===== config.mk =====
export PLATFORM = sky130hd
export DESIGN_NAME = cfg_chain_loader
export DESIGN_NICKNAME = d
export VERILOG_FILES = /design/src/rtl/cfg_chain_loader.sv
export SDC_FILE = /design/constraint.sdc
export NUM_CORES = 1
export LEC_CHECK = 0
export ABC_AREA = 1
export BUFFER_PORTS_ARGS = -buffer_cell sky130_fd_sc_hd__buf_2
export CAP_MARGIN = 10
export CELL_PAD_IN_SITES_DETAIL_PLACEMENT = 0
export CELL_PAD_IN_SITES_GLOBAL_PLACEMENT = 1
export CORE_ASPECT_RATIO = 0.6
export CORE_MARGIN = 3
export CORE_UTILIZATION = 40
export CTS_BUF_LIST = sky130_fd_sc_hd__clkbuf_4 sky130_fd_sc_hd__clkbuf_8 sky130_fd_sc_hd__clkbuf_16
export CTS_CLUSTER_DIAMETER = 200
export DETAILED_ROUTE_END_ITERATION = 8
export PLACE_DENSITY = 0.75
export SYNTH_ARGS = -nofsm -noshare
export SYNTH_HDL_FRONTEND = slang
export SYNTH_SLANG_ARGS = --single-unit

===== constraint.sdc =====
create_clock -name C -period 1.7 [get_ports C]
set_clock_uncertainty 0.15 [all_clocks]
set_input_delay 0.255 -clock C [delete_from_list [all_inputs] [get_ports C]]
set_output_delay 0.255 -clock C [all_outputs]
set_load 0.02 [all_outputs]

===== src/rtl/cfg_chain_loader.sv =====
// Configuration-chain writer: accepts words on a valid/ready stream and shifts them
// element 0 first onto the fabric chain head. Optional CRC-16-CCITT output under CFG_CRC_EN.
module cfg_chain_loader #(
  parameter int WORD_W    = 16,
  parameter int NUM_WORDS = 8,
  parameter int CNT_W     = $clog2(NUM_WORDS + 1)
) (
  input  logic              C,
  input  logic              RN,
  input  logic              start,
  input  logic              abort,
  input  logic              word_valid,
  input  logic [0:WORD_W-1] word_data,
  output logic              word_ready,
  output logic              cfg_dout,
  output logic              cfg_shift,
  output logic              busy,
  output logic              done,
  output logic [CNT_W-1:0]  word_cnt
`ifdef CFG_CRC_EN
  ,
  output logic [0:15]       crc
`endif
);

  localparam int BW = (WORD_W > 1) ? $clog2(WORD_W) : 1;

  typedef enum logic [1:0] {IDLE, SHIFT, DONE} state_t;

  state_t            state, state_nxt;
  logic [0:WORD_W-1] hold;
  logic [BW-1:0]     bit_cnt;
  logic [BW-1:0]     bit_nxt;
  logic              last_bit;
  logic              final_bit;
  logic              more_needed;
  logic              xfer;
  logic              clear;

  assign bit_nxt     = bit_cnt + BW'(1);
  assign last_bit    = cfg_shift && (bit_cnt == BW'(WORD_W - 1));
  assign final_bit   = last_bit && (word_cnt == CNT_W'(NUM_WORDS - 1));
  // The word currently on the wire counts as pending until its last bit completes.
  assign more_needed = (int'(word_cnt) + int'(cfg_shift)) < NUM_WORDS;
  assign xfer        = word_valid && word_ready && !abort;
  assign clear       = start && !abort && (state == IDLE || state == DONE);
  assign busy        = (state == SHIFT);
  assign done        = (state == DONE);

  always_ff @(posedge C or negedge RN) begin
    if (!RN) state <= IDLE;
    else     state <= state_nxt;
  end

  always_comb begin
    state_nxt  = state;
    word_ready = 1'b0;
    case (state)
      IDLE: begin
        if (start) state_nxt = SHIFT;
      end
      SHIFT: begin
        word_ready = (!cfg_shift || last_bit) && more_needed;
        if (abort)          state_nxt = IDLE;
        else if (final_bit) state_nxt = DONE;
      end
      DONE: begin
        if (abort)      state_nxt = IDLE;
        else if (start) state_nxt = SHIFT;
      end
      default: state_nxt = IDLE;
    endcase
  end

  always_ff @(posedge C or negedge RN) begin
    if (!RN) begin
      hold      <= '0;
      bit_cnt   <= '0;
      word_cnt  <= '0;
      cfg_dout  <= 1'b0;
      cfg_shift <= 1'b0;
    end else if (abort && state != IDLE) begin
      hold      <= '0;
      bit_cnt   <= '0;
      word_cnt  <= '0;
      cfg_dout  <= 1'b0;
      cfg_shift <= 1'b0;
    end else if (clear) begin
      bit_cnt   <= '0;
      word_cnt  <= '0;
      cfg_shift <= 1'b0;
    end else begin
      // A word accepted on the last-bit cycle reloads directly, so no bubble appears.
      if (xfer) begin
        hold      <= word_data;
        cfg_dout  <= word_data[0];
        cfg_shift <= 1'b1;
        bit_cnt   <= '0;
      end else if (last_bit) begin
        cfg_shift <= 1'b0;
      end else if (cfg_shift) begin
        bit_cnt  <= bit_nxt;
        cfg_dout <= hold[bit_nxt];
      end
      if (last_bit) word_cnt <= word_cnt + CNT_W'(1);
    end
  end

`ifdef CFG_CRC_EN
  logic [15:0] crc_r;
  logic        crc_fb;

  assign crc_fb = crc_r[15] ^ cfg_dout;
  assign crc    = crc_r;

  always_ff @(posedge C or negedge RN) begin
    if (!RN)                                crc_r <= '1;
    else if ((abort && state != IDLE) || clear) crc_r <= '1;
    else if (cfg_shift)                     crc_r <= {crc_r[14:0], 1'b0} ^ (crc_fb ? 16'h1021 : 16'h0000);
  end
`endif

endmodule


Yosys cells after proc, flatten, opt, wreduce, memory -nomap -nowiden --
Cells that the tools add are included.
Operators by class: $add $sub $neg 3, magnitude comparators 2, reduce and logical (&&, ||, !) cells 22, mux-type cells 29, equal/unequal tests 8, bitwise gates (word level) 1
Operator list (number):
- 2-to-1 mux 16 bit | 3
- 2-to-1 mux 4 bit | 8
- 2-to-1 mux 1 bit | 12
- adder 4 x 1 -> 4 bit (second input constant) | 2
- logical AND 1 bit | 8
- 2-to-1 mux 2 bit | 4
- nonzero test 4 bit | 2
- one-hot mux 2 bit (3 select lines) | 1
- nonzero test 3 bit | 2
- adder 4 x 1 -> 5 bit | 1
- greater-or-equal comparator 5 bit (second input constant) | 1
- < comparator 5 x 4 -> 1 bit (second input constant) | 1
- NOT 4 -> 5 bit | 1
- binary-select mux 1 bit (select 4 bit) | 1
- == test 4 x 3 -> 1 bit (second input constant) | 1
- == test 4 bit (second input constant) | 1
- != test 4 x 1 -> 1 bit (second input constant) | 1
- AND reduction 2 bit | 2
- nonzero test 2 bit | 2
- != test 3 x 1 -> 1 bit (second input constant) | 1
- != test 3 x 2 -> 1 bit (second input constant) | 1
- AND reduction 3 bit | 1
- == test 2 x 1 -> 1 bit (second input constant) | 1
- == test 2 bit (second input constant) | 1
- other kinds (4) | 6
Storage, ports and cells: output and inout port bits 9, bits of input ports 21, register bits after elaboration 28

Depth between registers and ports, before layout --
Gate-level depths: netlist of run 1.
depth after elaboration 10, mapped depth 11, mapped depth without buffers 11

Worst setup path before layout of run 1 --
Ideal clock, no wire load.
kind register -> output, start register bit_cnt[0], end output word_ready, stages on the path, launching flop included 8, required time 1.295 ns, data arrival time 1.361 ns, setup slack -0.066 ns, path through dfrtp_1 ha_1 nand2_1 inv_2 nand2_2 nand2_4 inv_1 nor3_1
Between the ends: cells in the longest elaborated chain, start to end 5
RTL lines:
- start, declared | line 32 | logic [BW-1:0] bit_cnt;
- start signal, assigned | line 102 | bit_cnt <= bit_nxt;
- == test 4 bit | line 41 | assign last_bit = cfg_shift && (bit_cnt == BW'(WORD_W - 1));
- logical AND 1 bit | line 41
- logical OR 1 bit | line 63 | word_ready = (!cfg_shift || last_bit) && more_needed;
- logical AND 1 bit | line 63
- 2-to-1 mux 1 bit | line 58 | case (state)
- end, declared | line 14 | output logic word_ready,
No other way between the ends.

Worst setup path after layout of run 1 --
start register bit_cnt[1], end output word_ready
The elaborated chain is that of the path after synthesis.

==> impl_results.html, run 1 <==
<table>
<tr><th>Metric</th><th>Value</th></tr>
<tr><th colspan="2">Layout</th></tr>
<tr><td>Synthesis-to-finish area growth</td><td>38.1%</td></tr>
<tr><td>Fin cells</td><td>between 200 and 300</td></tr>
<tr><td>Fraction of layout cells with a size suffix above 1</td><td>around two fifths</td></tr>
<tr><td>Count of antenna diodes in the layout</td><td>0</td></tr>
<tr><td>Nets</td><td>274</td></tr>
<tr><th colspan="2">GRT</th></tr>
<tr><td>Grt total ovfl</td><td>0</td></tr>
<tr><td>Via count of the first global-routing pass</td><td>between 1k and 1.5k</td></tr>
<tr><td>First-pass GRT wire length</td><td>roughly 6.5 mm</td></tr>
<tr><td>Pin count of the biggest net entering global routing</td><td>29</td></tr>
<tr><td>GRT Overall Usage</td><td>18.0%</td></tr>
<tr><td>Number of antenna violations at the first check in global routing</td><td>0</td></tr>
<tr><th colspan="2">Routing</th></tr>
<tr><td>Number of iterations in the first detailed-routing pass</td><td>4</td></tr>
<tr><td>Remaining design rule violation count</td><td>0</td></tr>
<tr><td>Starting DRC count in detailed routing</td><td>75</td></tr>
<tr><td>Antenna Nets Post-Route</td><td>0</td></tr>
<tr><td>Routed via count divided by cell count</td><td>5.04</td></tr>
<tr><td>Vias</td><td>around 1.5k</td></tr>
<tr><td>Post-DR wirelength/cell</td><td>around 14 um</td></tr>
<tr><td>Wirelength, routed</td><td>around 4.2 mm</td></tr>
<tr><th colspan="2">Min path</th></tr>
<tr><td>Hold crit path type</td><td>in -&gt; reg</td></tr>
<tr><th colspan="2">Synthesis</th></tr>
<tr><td>Proportion of synthesized flip-flops having asynchronous set or reset</td><td>100%</td></tr>
<tr><td>Number of warnings issued by yosys</td><td>0</td></tr>
<tr><td>Number of different library cells in the post-synthesis netlist</td><td>31</td></tr>
<tr><td>Post-synth design cell area</td><td>between 1500 and 2000 um2</td></tr>
<tr><td>Top cell type's share of synthesized area</td><td>about 45%</td></tr>
<tr><td>Gate count of the mapped netlist</td><td>196</td></tr>
<tr><td>Most area-hungry cell type in the Yosys netlist</td><td>dfrtp_1</td></tr>
<tr><td>Biggest area contributors in the synthesized netlist</td><td>dfrtp_1 (45%), nand2_1 (13%), nand3_1 (11%)</td></tr>
<tr><td>Net count after synthesis</td><td>between 200 and 250</td></tr>
<tr><td>Share of the yosys chip area belonging to registers</td><td>approximately 45%</td></tr>
<tr><td>Synth Flop Type</td><td>dfrtp_1</td></tr>
<tr><td>Seq cells post-synth</td><td>28</td></tr>
<tr><td>Mean cell area of the mapped netlist</td><td>8.02 um2</td></tr>
<tr><td>EDFF count, synth</td><td>0</td></tr>
<tr><th colspan="2">Timing</th></tr>
<tr><td>Setup repair after global routing missed its margin</td><td>yes</td></tr>
<tr><td>Least setup slack across all paths after layout</td><td>-0.140 ns</td></tr>
<tr><td>Setup violations, final</td><td>22</td></tr>
<tr><td>Rel. slew slack</td><td>roughly 57%</td></tr>
<tr><td>Final worst path period share</td><td>108%</td></tr>
<tr><td>Post-layout min period</td><td>between 1.5 and 2 ns</td></tr>
<tr><td>Highest achievable clock rate</td><td>around 540 MHz</td></tr>
<tr><td>Slew at the pin closest to its max-slew limit</td><td>~0.65 ns</td></tr>
<tr><td>Hold violation total from the final report</td><td>0</td></tr>
<tr><td>Final slew viol count</td><td>0</td></tr>
<tr><th colspan="2">Worst setup path</th></tr>
<tr><td>Max Fanout on Critical Path</td><td>3</td></tr>
<tr><td>CP Cell Sequence</td><td>ha_2 -&gt; nand2_2 -&gt; inv_2 -&gt; nand2_4 -&gt; nand2_4 -&gt; inv_2 -&gt; nor3_2 -&gt; buf_4</td></tr>
<tr><td>Crit path capture type</td><td>output pin</td></tr>
<tr><td>Gate family responsible for the most delay along the worst path</td><td>flip-flops</td></tr>
<tr><td>Longest individual stage delay on the worst path</td><td>roughly 0.37 ns</td></tr>
<tr><td>Data required time at the worst endpoint</td><td>1.29 ns</td></tr>
<tr><td>Buf+Inv Stages, Crit Path</td><td>3</td></tr>
<tr><td>Setup CP Type</td><td>reg -&gt; out</td></tr>
<tr><td>Cell with the largest stage delay on the worst path</td><td>dfrtp_1</td></tr>
<tr><td>Data arrival time at the worst-slack endpoint</td><td>approximately 1.4 ns</td></tr>
<tr><td>Worst setup SP type</td><td>register</td></tr>
<tr><th colspan="2">Power</th></tr>
<tr><td>Overall power after layout</td><td>around 2.9 mW</td></tr>
<tr><td>Fraction of power spent switching nets</td><td>40.5%</td></tr>
<tr><td>Reg power frac</td><td>around 36%</td></tr>
<tr><td>Gate power share</td><td>about half</td></tr>
<tr><td>Static leakage</td><td>about 1.1 nW</td></tr>
<tr><td>Internal power of the cells</td><td>~1.7 mW</td></tr>
<tr><td>Total power per unit cell area</td><td>around 1400 nW/um2</td></tr>
<tr><td>Clock network fraction of design power</td><td>14.2%</td></tr>
<tr><td>Net switching power figure</td><td>between 1 and 1.5 mW</td></tr>
<tr><td>Worst-case vdd ir drop</td><td>approximately 800 uV</td></tr>
<tr><th colspan="2">Clock tree</th></tr>
<tr><td>CTS Buffer Depth</td><td>2</td></tr>
<tr><td>Number of buffers added by the clock tree synthesis step</td><td>3</td></tr>
<tr><td>Clk sink count</td><td>28</td></tr>
<tr><td>Buffer type at the clock tree root</td><td>clkbuf_8</td></tr>
<tr><td>Insertion delay to the later sink of the worst-skew pair</td><td>about 0.28 ns</td></tr>
<tr><td>Clock tree from TritonCTS</td><td>done</td></tr>
<tr><td>Htree depth</td><td>1</td></tr>
<tr><td>Clock transition at the register clock pins on the worst setup and hold paths after CTS</td><td>roughly 0.10 ns</td></tr>
<tr><th colspan="2">Floorplan</th></tr>
<tr><td>Floorplan Core Area</td><td>approximately 3500 um2</td></tr>
<tr><td>Width of the die</td><td>between 80 and 90 um</td></tr>
<tr><td>Vertical die dimension</td><td>between 50 and 60 um</td></tr>
<tr><td>Initial cell density of the core</td><td>between 40 and 50%</td></tr>
<tr><td>Die area</td><td>4740 um2</td></tr>
<tr><td>Ports</td><td>30</td></tr>
<tr><td>Number of placement rows</td><td>16</td></tr>
<tr><th colspan="2">Status</th></tr>
<tr><td>Violations in the final reports</td><td>negative setup slack</td></tr>
<tr><td>Status</td><td>complete, but fails checks</td></tr>
<tr><th colspan="2">Place</th></tr>
<tr><td>Port bufs</td><td>29</td></tr>
<tr><td>Number of instances in the placed design</td><td>about 280</td></tr>
<tr><td>Placement-stage worst setup slack</td><td>-0.0577 ns</td></tr>
<tr><td>Placer's final routability congestion estimate</td><td>between 0.8 and 0.9</td></tr>
<tr><td>HPWL after detailed placement</td><td>between 2 and 3 mm</td></tr>
<tr><th colspan="2">Job</th></tr>
<tr><td>Number of max-capacitance violations reported</td><td>0</td></tr>
</table>
==> what timing repair did <==
| action | in CTS | in global routing |
|---|---|---|
| hold buffers | 1 | 0 |
| buffers inserted | 9 | 4 |
| setup endpoints to repair | 20 | 24 |
| resized for setup | 10 | 25 |
| cloned | 0 | 1 |
| pin swaps | 2 | 12 |
| endpoints found under the hold margin | 28 | 0 |
==> power by group through the flow <==
| stage | registers, mW | clock network [mW] | logic (mW) |
|---|---|---|---|
| after global routing | 1.08 | 0.446 | 1.62 |
| after detailed placement | 1.06 | 0 | 1.12 |
| after CTS | 1.05 | 0.428 | 1.31 |
| after floorplan | 1.05 | 0 | 0.799 |
| final | 1.05 | 0.416 | 1.46 |
| after global placement | 1.06 | 0 | 1.09 |
==> registers in the layout, summed over array words and instances (netlist names) <==
register / cells
bit_cnt: 4
cfg_dout: 1
cfg_shift: 1
hold: 16
state: 2
word_cnt: 4
==> Yosys cell counts, types with 2 or more instances <==
| library cell | count |
|---|---|
| nand2_2 | 11 |
| inv_2 | 3 |
| o21ai_1 | 2 |
| nor2_4 | 3 |
| nand3_1 | 34 |
| dfrtp_1 | 28 |
| inv_1 | 14 |
| a21oi_1 | 9 |
| ha_1 | 2 |
| o21ai_0 | 2 |
| nand2_1 | 56 |
| nor2_1 | 11 |
| nor3_1 | 3 |
==> cells by family (layout without fill, tap and decap cells) <==
family	count (synthesis)	after routing	share of synthesized area, %
AND/OR/NAND/NOR	125	125	39.3
flip-flops	28	28	44.6
buffers and inverters	23	77	7.40
AO/OA/AOI/OAI	16	16	6.05
adder cells (fa/ha/maj)	2	2	1.59
XOR/XNOR	2	2	1.11
==> area by class of cell <==
cell class	count	area, um2
fillers	295	1330
clock buffers	4	55.1
flip-flops and latches	28	701
multi-input cells	145	861
repair buffers	54	413
inverters	19	85.1
well taps	45	56.3
==> layout by cell type (no fill, tap or decap), types with 2 or more instances in the layout <==
cell type,n
nand2_4,3
nand2_2,12
inv_2,5
nand3_2,5
buf_4,18
dfrtp_1,28
buf_12,4
nand2_8,2
nand3_1,29
nor3_1,2
a21oi_1,6
nand3_4,2
nand2_1,52
buf_6,2
a21oi_2,3
nor2_4,4
nor2_1,9
clkbuf_8,4
inv_1,12
o21ai_1,3
buf_2,28
==> metal layers <==
metal | up-vias | share of wire, % | track usage [%]
met5 | - | 0 | 0
met3 | 2 | 3.8 | 4.36
met2 | 20 | 43 | 27.1
li1 | 743 | - | -
met1 | 721 | 53 | 26.5
met4 | 0 | 0.19 | 3.63
==> path summary, 6_finish.rpt <==
check	startpoint	to	slack [ns]	cells past startpoint
max	bit_cnt[1]	word_ready	-0.14	8
min	word_data[6]	hold[6]	0.04	3
max reg2reg	bit_cnt[0]	hold[3]	-0.13	12
min reg2reg	hold[13]	hold[13]	0.35	2
max in group asynchronous	RN	hold[0]	0.58	2
min in group asynchronous	RN	cfg_shift	0.40	2
==> through the flow <==
stage               hold WS, ns  util, %  cell area, um2  TNS [ns]
global placement          0.147     51.7            1810         0
CTS                      0.0422     57.5            2010    -0.151
finish                   0.0401     62.0            2170     -2.35
global route             0.0520     62.0            2170     -4.67
floorplan                -0.191        -            1580         0
detailed placement        0.166     51.7            1810    -0.154
==> worst reg2reg max path: cells and delay by family (launching register included) <==
family	cells	cell delay, ns
AND/OR/NAND/NOR	7	0.51
flip-flops	1	0.40
adder cells (fa/ha/maj)	1	0.20
buffers and inverters	4	0.48
Note: power is estimated with default switching activity, not from simulation.
==> run 2: changes to the inputs <==
--- a/config.mk
+++ b/config.mk
@@ -17,6 +17,7 @@
 export CTS_CLUSTER_DIAMETER = 200
 export DETAILED_ROUTE_END_ITERATION = 8
 export PLACE_DENSITY = 0.75
+export SETUP_SLACK_MARGIN = 0.5
 export SYNTH_ARGS = -nofsm -noshare
 export SYNTH_HDL_FRONTEND = slang
 export SYNTH_SLANG_ARGS = --single-unit
==> constraint.sdc (replaced) <==
create_clock -name C -period 2.05 [get_ports C]
set_clock_uncertainty 0.15 [all_clocks]
set_input_delay 0.3075 -clock C [delete_from_list [all_inputs] [get_ports C]]
set_output_delay 0.3075 -clock C [all_outputs]
set_load 0.02 [all_outputs]
==> impl_results.html, run 2 (synthesis results as in run 1) <==
<table>
<tr><th>Metric</th><th>Value</th></tr>
<tr><th colspan="2">Routing</th></tr>
<tr><td>Wirelength, routed</td><td>roughly 4.3 mm</td></tr>
<tr><td>Remaining design rule violation count</td><td>0</td></tr>
<tr><td>Number of iterations in the first detailed-routing pass</td><td>4</td></tr>
<tr><td>Vias</td><td>1,511</td></tr>
<tr><td>Routed via count divided by cell count</td><td>between 5 and 6</td></tr>
<tr><td>Detailed-routed wire length on met3</td><td>between 150 and 200 um</td></tr>
<tr><td>Wire length on met1</td><td>about 2.2 mm</td></tr>
<tr><td>Top routing layer used</td><td>met4</td></tr>
<tr><td>Antenna Nets Post-Route</td><td>0</td></tr>
<tr><td>Routed wl met2</td><td>between 1.5 and 2 mm</td></tr>
<tr><td>Starting DRC count in detailed routing</td><td>between 70 and 80</td></tr>
<tr><td>Post-DR wirelength/cell</td><td>14.4 um</td></tr>
<tr><th colspan="2">Status</th></tr>
<tr><td>Status</td><td>complete, no violations</td></tr>
<tr><th colspan="2">Job</th></tr>
<tr><td>Number of max-capacitance violations reported</td><td>0</td></tr>
<tr><th colspan="2">Timing</th></tr>
<tr><td>Rel. slew slack</td><td>57.7%</td></tr>
<tr><td>Slew at the pin closest to its max-slew limit</td><td>0.634 ns</td></tr>
<tr><td>Post-layout min period</td><td>slightly below 2 ns</td></tr>
<tr><td>Setup repair after global routing missed its margin</td><td>yes</td></tr>
<tr><td>Highest achievable clock rate</td><td>517 MHz</td></tr>
<tr><td>Post-route setup TNS</td><td>0 ns</td></tr>
<tr><td>Hold violation total from the final report</td><td>0</td></tr>
<tr><td>Final worst path period share</td><td>94.3%</td></tr>
<tr><td>Setup violations, final</td><td>0</td></tr>
<tr><td>Final slew viol count</td><td>0</td></tr>
<tr><th colspan="2">GRT</th></tr>
<tr><td>Via count of the first global-routing pass</td><td>approximately 1.4k</td></tr>
<tr><td>Pin count of the biggest net entering global routing</td><td>29</td></tr>
<tr><td>First-pass GRT wire length</td><td>approximately 7 mm</td></tr>
<tr><td>GRT Overall Usage</td><td>19.7%</td></tr>
<tr><td>Number of antenna violations at the first check in global routing</td><td>0</td></tr>
<tr><td>Grt total ovfl</td><td>0</td></tr>
<tr><th colspan="2">Place</th></tr>
<tr><td>Placer's final routability congestion estimate</td><td>0.779</td></tr>
<tr><td>Port bufs</td><td>29</td></tr>
<tr><td>Cell area after placement</td><td>roughly 1800 um2</td></tr>
<tr><td>Number of instances in the placed design</td><td>between 200 and 300</td></tr>
<tr><td>HPWL after detailed placement</td><td>~2.9 mm</td></tr>
<tr><th colspan="2">Layout</th></tr>
<tr><td>Fraction of layout cells with a size suffix above 1</td><td>approximately 43%</td></tr>
<tr><td>Fin cells</td><td>between 200 and 300</td></tr>
<tr><td>Most flops, register</td><td>hold</td></tr>
<tr><td>Count of antenna diodes in the layout</td><td>0</td></tr>
<tr><td>Largest registers</td><td>hold x16, bit_cnt x4, word_cnt x4</td></tr>
<tr><td>Synthesis-to-finish area growth</td><td>39.3%</td></tr>
<tr><td>Commonest non-fill, non-tap cell in the layout</td><td>nand2_1</td></tr>
<tr><td>Max FFs per register</td><td>16</td></tr>
<tr><td>Nets</td><td>approximately 280</td></tr>
<tr><td>Final-layout fill cell count</td><td>between 300 and 400</td></tr>
<tr><td>Most frequent cells in the layout</td><td>nand2_1 (53), nand3_1 (29), buf_2 (26)</td></tr>
<tr><td>Final non-filler cell area</td><td>2190 um2</td></tr>
<tr><th colspan="2">Floorplan</th></tr>
<tr><td>Floorplan Core Area</td><td>3500 um2</td></tr>
<tr><td>Ports</td><td>30</td></tr>
<tr><td>Number of placement rows</td><td>16</td></tr>
<tr><td>Initial cell density of the core</td><td>44.9%</td></tr>
<tr><td>Vertical die dimension</td><td>approximately 55 um</td></tr>
<tr><td>Die area</td><td>4740 um2</td></tr>
<tr><td>Width of the die</td><td>slightly below 90 um</td></tr>
<tr><th colspan="2">Worst setup path</th></tr>
<tr><td>Data required time at the worst endpoint</td><td>1.59 ns</td></tr>
<tr><td>Setup CP Type</td><td>reg -&gt; out</td></tr>
<tr><td>Crit path capture type</td><td>output pin</td></tr>
<tr><td>Data arrival time at the worst-slack endpoint</td><td>approximately 1.5 ns</td></tr>
<tr><td>Worst setup SP type</td><td>register</td></tr>
<tr><td>Max Fanout on Critical Path</td><td>3</td></tr>
<tr><th colspan="2">Clock tree</th></tr>
<tr><td>Buffer type at the clock tree root</td><td>clkbuf_8</td></tr>
<tr><td>CTS Buffer Depth</td><td>2</td></tr>
<tr><td>Clk sink count</td><td>28</td></tr>
<tr><td>Clock transition at the register clock pins on the worst setup and hold paths after CTS</td><td>roughly 0.10 ns</td></tr>
<tr><td>Htree depth</td><td>1</td></tr>
<tr><td>Number of buffers added by the clock tree synthesis step</td><td>3</td></tr>
<tr><td>Clock tree from TritonCTS</td><td>done</td></tr>
<tr><td>Insertion delay to the later sink of the worst-skew pair</td><td>0.28 ns</td></tr>
<tr><th colspan="2">Power</th></tr>
<tr><td>Total power per unit cell area</td><td>around 1100 nW/um2</td></tr>
<tr><td>Static leakage</td><td>about 1.1 nW</td></tr>
<tr><td>Worst-case vdd ir drop</td><td>532 uV</td></tr>
<tr><th colspan="2">Min path</th></tr>
<tr><td>Hold crit path type</td><td>in -&gt; reg</td></tr>
</table>
run 2: cell count changes in the layout (fill, tap and decap cells not counted), moves of 2 or more:
cell,before,now
buf_2,28,26
buf_4,18,16
buf_6,2,7
dfrtp_1,28,25
dfrtp_2,0,3
inv_6,0,2
nor2_1,9,7
o21ai_1,3,1
run 2: repair_timing:
action / in CTS / in global routing
hold buffers: 1 / 0
gates cloned: 2 / 0
setup endpoints to repair: 31 / 31
resized for setup: 22 / 14
pin swaps: 6 / 9
setup buffers: 14 / 7
endpoints found under the hold margin: 28 / 0
run 2: worst paths after layout:
path / start / slack [ns] / endpoint / cells past startpoint
max reg2reg: bit_cnt[1] / 0.17 / state[0] / 10
max in group asynchronous: RN / 0.87 / cfg_shift / 2
max: bit_cnt[1] / 0.12 / word_ready / 8
min in group asynchronous: RN / 0.43 / hold[1] / 2
min reg2reg: hold[2] / 0.35 / hold[2] / 2
min: word_data[7] / 0.10 / hold[7] / 3
run 2: power breakdown:
group	leakage [nW]	internal (mW)	switching, mW
Combinational	0.731	0.497	0.672
Sequential	0.362	0.740	0.151
Clock	0.0288	0.172	0.171
Total	1.12	1.41	0.995
run 2: cell type report:
| cell class | count | area, um2 | area share (%) |
|---|---|---|---|
| multi-input combinational | 145 | 866 | 39.5 |
| sequential | 28 | 704 | 32.2 |
| timing repair buffer | 53 | 399 | 18.2 |
| inverter | 19 | 88.8 | 4.06 |
| tap | 45 | 56.3 | 2.57 |
| clock buffer | 4 | 55.1 | 2.51 |
| timing repair inverter | 2 | 20.0 | 0.914 |
run 2: through the flow:
step	power (mW)	hold WS, ns	setup slack [ns]	util [%]
6_report	2.40	0.103	0.117	62.5
5_1_grt	2.58	0.107	0.0406	62.5
4_1_cts	2.33	0.102	0.139	59.2
3_5_place_dp	1.79	0.209	0.239	51.0
3_3_place_gp	1.76	0.201	0.317	51.0
2_1_floorplan	1.57	-0.138	0.476	-
run 2: worst max-delay path, cell delays in order, from the launching register on:
cell,delay (ns)
dfrtp_1,0.40
ha_2,0.20
nand2_2,0.06
inv_2,0.08
nand2_4,0.07
nand2_8,0.09
inv_6,0.03
nor3_4,0.11
buf_6,0.14
run 2: layer usage:
metal	vias up	track usage (%)
met5	-	0
met4	0	4.92
met3	2	4.21
met2	29	28.5
met1	731	29.7
li1	749	-
